===== config.mk =====
export PLATFORM = sky130hd
export DESIGN_NAME = fifo_uart_word_tx
export DESIGN_NICKNAME = d
export VERILOG_FILES = /design/src/rtl/fifo_uart_word_tx.sv
export SDC_FILE = /design/constraint.sdc
export NUM_CORES = 1
export LEC_CHECK = 0
export BUFFER_PORTS_ARGS = -buffer_cell sky130_fd_sc_hd__buf_4
export CAP_MARGIN = 20
export CORE_UTILIZATION = 50
export CTS_CLUSTER_SIZE = 20
export DETAILED_ROUTE_END_ITERATION = 8
export HOLD_SLACK_MARGIN = 0.06
export PLACE_DENSITY = 0.79
export SKIP_CTS_REPAIR_TIMING = 1
export SYNTH_ARGS = -nofsm -noshare
export SYNTH_HDL_FRONTEND = slang
export SYNTH_SLANG_ARGS = --single-unit

===== constraint.sdc =====
create_clock -name i_clk -period 3.21 [get_ports i_clk]
set_clock_uncertainty 0.15 [all_clocks]
set_input_delay 0.4815 -clock i_clk [delete_from_list [all_inputs] [get_ports i_clk]]
set_output_delay 0.4815 -clock i_clk [all_outputs]
set_load 0.02 [all_outputs]

===== src/rtl/fifo_uart_word_tx.sv =====
// Pops 32-bit words from the debug FIFO and sends each as WORD_BYTES 8N1 UART frames,
// most-significant byte first, LSB-first within each byte, paced by an oversampling tick.
module fifo_uart_word_tx #(
    parameter int DATA_BITS  = 8,
    parameter int SB_TICK    = 16,
    parameter int WORD_BYTES = 4
) (
    input  logic                    i_clk,
    input  logic                    i_reset,
    input  logic                    i_tick,
    input  logic                    i_fifo_empty,
    input  logic [8*WORD_BYTES-1:0] i_fifo_data,
    output logic                    o_fifo_rd_en,
    output logic                    o_tx,
    output logic                    o_busy,
    output logic                    o_word_done
);

    localparam int WW = 8 * WORD_BYTES;
    localparam int TW = (SB_TICK    > 1) ? $clog2(SB_TICK)    : 1;
    localparam int BW = (DATA_BITS  > 1) ? $clog2(DATA_BITS)  : 1;
    localparam int YW = (WORD_BYTES > 1) ? $clog2(WORD_BYTES) : 1;

    localparam logic [TW-1:0] TICK_LAST = TW'(SB_TICK - 1);
    localparam logic [BW-1:0] BIT_LAST  = BW'(DATA_BITS - 1);
    localparam logic [YW-1:0] BYTE_LAST = YW'(WORD_BYTES - 1);

    typedef enum logic [2:0] {
        S_IDLE,
        S_RD_WAIT,
        S_START,
        S_DATA,
        S_STOP
    } state_t;

    state_t          state_q, state_d;
    logic [WW-1:0]   shift_q, shift_d;
    logic [TW-1:0]   tick_q,  tick_d;
    logic [BW-1:0]   bit_q,   bit_d;
    logic [YW-1:0]   byte_q,  byte_d;
    logic            rd_en_q, rd_en_d;
    logic            tx_q,    tx_d;
    logic            busy_q,  busy_d;
    logic            done_q,  done_d;
    logic [7:0]      cur_byte;

    always_comb begin
        state_d  = state_q;
        shift_d  = shift_q;
        tick_d   = tick_q;
        bit_d    = bit_q;
        byte_d   = byte_q;
        rd_en_d  = 1'b0;
        done_d   = 1'b0;
        tx_d     = 1'b1;
        cur_byte = '0;

        case (state_q)
            S_IDLE: begin
                if (!i_fifo_empty) begin
                    rd_en_d = 1'b1;
                    state_d = S_RD_WAIT;
                end
            end
            // First RD_WAIT cycle overlaps the pop strobe; read data is captured one cycle later.
            S_RD_WAIT: begin
                if (!rd_en_q) begin
                    shift_d = i_fifo_data;
                    byte_d  = '0;
                    tick_d  = '0;
                    state_d = S_START;
                end
            end
            S_START: begin
                if (i_tick) begin
                    if (tick_q == TICK_LAST) begin
                        tick_d  = '0;
                        bit_d   = '0;
                        state_d = S_DATA;
                    end else begin
                        tick_d = tick_q + 1'b1;
                    end
                end
            end
            S_DATA: begin
                if (i_tick) begin
                    if (tick_q == TICK_LAST) begin
                        tick_d = '0;
                        if (bit_q == BIT_LAST) begin
                            state_d = S_STOP;
                        end else begin
                            bit_d = bit_q + 1'b1;
                        end
                    end else begin
                        tick_d = tick_q + 1'b1;
                    end
                end
            end
            S_STOP: begin
                if (i_tick) begin
                    if (tick_q == TICK_LAST) begin
                        tick_d = '0;
                        if (byte_q == BYTE_LAST) begin
                            done_d  = 1'b1;
                            state_d = S_IDLE;
                        end else begin
                            byte_d  = byte_q + 1'b1;
                            shift_d = shift_q << 8;
                            state_d = S_START;
                        end
                    end else begin
                        tick_d = tick_q + 1'b1;
                    end
                end
            end
            default: begin
                state_d = S_IDLE;
            end
        endcase

        // Line level is derived from the next state so o_tx stays registered and aligned with it.
        cur_byte = shift_d[WW-1 -: 8];
        case (state_d)
            S_START: tx_d = 1'b0;
            S_DATA:  tx_d = cur_byte[bit_d];
            default: tx_d = 1'b1;
        endcase

        busy_d = (state_d != S_IDLE);
    end

    always_ff @(posedge i_clk) begin
        if (i_reset) begin
            state_q <= S_IDLE;
            shift_q <= '0;
            tick_q  <= '0;
            bit_q   <= '0;
            byte_q  <= '0;
            rd_en_q <= 1'b0;
            tx_q    <= 1'b1;
            busy_q  <= 1'b0;
            done_q  <= 1'b0;
        end else begin
            state_q <= state_d;
            shift_q <= shift_d;
            tick_q  <= tick_d;
            bit_q   <= bit_d;
            byte_q  <= byte_d;
            rd_en_q <= rd_en_d;
            tx_q    <= tx_d;
            busy_q  <= busy_d;
            done_q  <= done_d;
        end
    end

    assign o_fifo_rd_en = rd_en_q;
    assign o_tx         = tx_q;
    assign o_busy       = busy_q;
    assign o_word_done  = done_q;

endmodule

==> results.ini <==
[clock_tree]
clock_tree_from_tritoncts = yes
clock-root-buffer = sky130_fd_sc_hd__clkbuf_8
cts_buffer_count = 5
worst_skew_pair.late_latency_ns = 0.31
clkTransAtPathRegs_ns = 0.09
number_of_levels_in_the_clock_h_tree = 2
clock_path_buffers = 2
cts.sinks = 48

[setup_path]
endpoint_kind = register
cpLargestDelayFamily = simple AND/OR/NAND/NOR gates
crit_fanout = 11
critical_setup_path_class = reg -> reg
path_buf_inv = 0
timing.critical_path.slowest_stage_cell = sky130_fd_sc_hd__nor3_4
arrival_ns = 2.85
reg2reg_depth = 8
crit-reg2reg-launch = tick_q[0]
crit_path_cell_trace = ha_1 -> nand4_1 -> nor3_4 -> a221oi_1 -> mux2i_1 -> nor3b_1 -> a311oi_1 -> o31ai_1
slowest_delay_ns = 0.53
critPathRequiredTime_ns = 3.27
worstReg2RegEnd = o_tx
cp-start-kind = register
timing.reg2reg.setup_slack_ns = 0.43

[die]
floorplan.io_pins = 40
die-width_um = 68.16
initial_utilization = 0.5355
fp.coreArea_um2 = 4086
fp-row-count = 23
floorplan.die_area_um2 = 4645
die_y_um = 68.16

[logic_synthesis]
synth_nets = 286
yosys.area.top_type_share = 0.4391
synth_seq_area_share = 0.4391
yosys_warnings = 0
synth_area_leaders = sky130_fd_sc_hd__dfxtp_1 (44%), sky130_fd_sc_hd__a21oi_1 (8.0%), sky130_fd_sc_hd__a22oi_1 (5.8%)
synth_cell_types = 47
mappedNetlistArea_um2 = 2188
synth_seq_cells = 48
avgSynthCellArea_um2 = 8.860
synth.largest_area_cell = sky130_fd_sc_hd__dfxtp_1
netlist_instances = 247

[power_and_ir_drop]
vdd_drop_max_uv = 310.8
totalPowerFinal_mw = 1.426
powerDensity_nw_per_um2 = 537.3
leakagePower_nw = 0.9947

[detailed_routing]
route.antenna.remaining_nets = 0
detail_route.first_pass.iterations = 4
vias = 1915
final_wl_um = 5137
drt-wirelength-per-cell_um = 15.47
drt_iter0_drc = 146
remaining_drc_errors = 0
avgViaCountPerCell = 5.768

[global_route]
grt_util_all_layers = 0.2383
global_route_wire_length_before_repair_um = 8079
grt_max_degree = 47
number_of_antenna_violations_at_the_first_check_in_global_routing = 0
overflow = 0
first_global_vias = 1729

[sta]
timing.final.crit_share = 0.8664
slew_headroom = 0.5383
unrepaired_setup_endpoints_after_global_routing = no
final_max_slew_viol_count = 0
post-route-min-period_ns = 2.781
setup_tns_ns = 0
tightest_slew_ns = 0.6926
setup-violations-final = 0
finalHoldViolCount = 0
max_freq_ghz = 0.3596

[placed_design]
placement.io_buffers = 39
hpwlAfterDp_um = 3393
placer_s_final_routability_congestion_estimate = 0.8412

[cells_and_area]
final_cell_mix = sky130_fd_sc_hd__dfxtp_1 (48), sky130_fd_sc_hd__buf_4 (42), sky130_fd_sc_hd__a21oi_1 (35), sky130_fd_sc_hd__nand2_1 (31)
regArea_um2 = 960.9
syn_to_final_growth_pct = 21.27
fillerInstances = 352
final_common_cell = sky130_fd_sc_hd__dfxtp_1
multi_input_comb_area_um2 = 1137
nets = 320
ratio_of_cells_with_drive_above_1_in_the_final_layout = 0.2163
antenna_cells_inserted = 0

[worst_hold_path]
worst_hold_path.num_cells = 2
timing.hold.worst_endpoint = o_fifo_rd_en
min_path_type = in -> reg
worst_hold_startpoint = i_fifo_empty

[job]
max_cap_viol_count = 0

[outcome]
run_status = complete, no violations

==> final cells by class <==
class                      count  share of cell area
sequential                    48              0.3621
multi-input combinational    179              0.4286
clock inverter                 3             0.03395
tap                           50             0.02357
inverter                       5            0.007072
timing repair buffer          42              0.1188
clock buffer                   5             0.02593
==> report_power, final <==
group          internal [mW]  switching (mW)  leakage, nW  total (mW)
logic                 0.0848          0.0905        0.526       0.175
clock network          0.389           0.206       0.0784       0.595
registers              0.628          0.0271        0.390       0.655
total                   1.10           0.324        0.995        1.43
==> cell families after synthesis <==
family	Yosys count	synth area share
DFF	48	0.4391
adders and majority gates	3	0.01715
and+or+nand+nor	96	0.2407
muxes	6	0.03316
AOI/OAI and AO/OA	74	0.2287
buffers and inverters	20	0.04117
==> flip-flops by register name, indices dropped and copies added, names as in the netlist <==
signal / count
o_fifo_rd_en: 1
shift_q: 32
bit_q: 3
o_busy: 1
tick_q: 4
o_tx: 1
byte_q: 2
o_word_done: 1
state_q: 3
==> worst max path at each step <==
stage,startpoint,end,slack (ns),depth (start not counted)
floorplan,tick_q[0],o_tx,1.09,8
global placement,state_q[2],o_tx,0.67,8
detailed placement,tick_q[0],o_tx,0.53,9
CTS,tick_q[0],o_tx,0.49,8
global route,tick_q[0],o_tx,0.25,8
finish,tick_q[0],o_tx,0.43,8
==> routing by layer <==
| metal | share of wire | track usage | vias to the layer above |
|---|---|---|---|
| li1 | - | - | 966 |
| met1 | 0.47 | 0.3121 | 902 |
| met2 | 0.47 | 0.3762 | 43 |
| met3 | 0.049 | 0.06833 | 4 |
| met4 | 0.0072 | 0.07292 | 0 |
| met5 | 0 | 0 | - |
==> through the flow <==
step           worst slack [ns]    util  hold slack [ns]  cells  area (um^2)
2_1_floorplan             1.093       -           0.2860    247         2188
3_3_place_gp             0.6688  0.6105           0.2944    324         2495
3_5_place_dp             0.5349  0.6105           0.2977    324         2495
4_1_cts                  0.4860  0.6494           0.1897    332         2654
5_1_grt                  0.2507  0.6494           0.1999    332         2654
6_report                 0.4288  0.6494           0.2040    332         2654
==> synth_stat cells (all sizes together) <==
cell,instances
dfxtp,48
a21oi,35
nand2,31
a22oi,17
nor2,17
nand3,14
buf,10
and2,7
nor2b,6
o21ai,6
clkbuf,5
inv,5
mux2i,5
a221o,4
ha,3
nand3b,3
a221oi,2
a22o,2
a311oi,2
nand4,2
nor3,2
nor3b,2
nor4,2
nor4b,2
or3b,2
a31oi,1
a41o,1
and3,1
and4,1
mux4,1
nand2b,1
o211ai,1
o22ai,1
o31ai,1
o41ai,1
or3,1
or4,1
or4b,1
No activity file was read; power rests on OpenSTA's default activity.
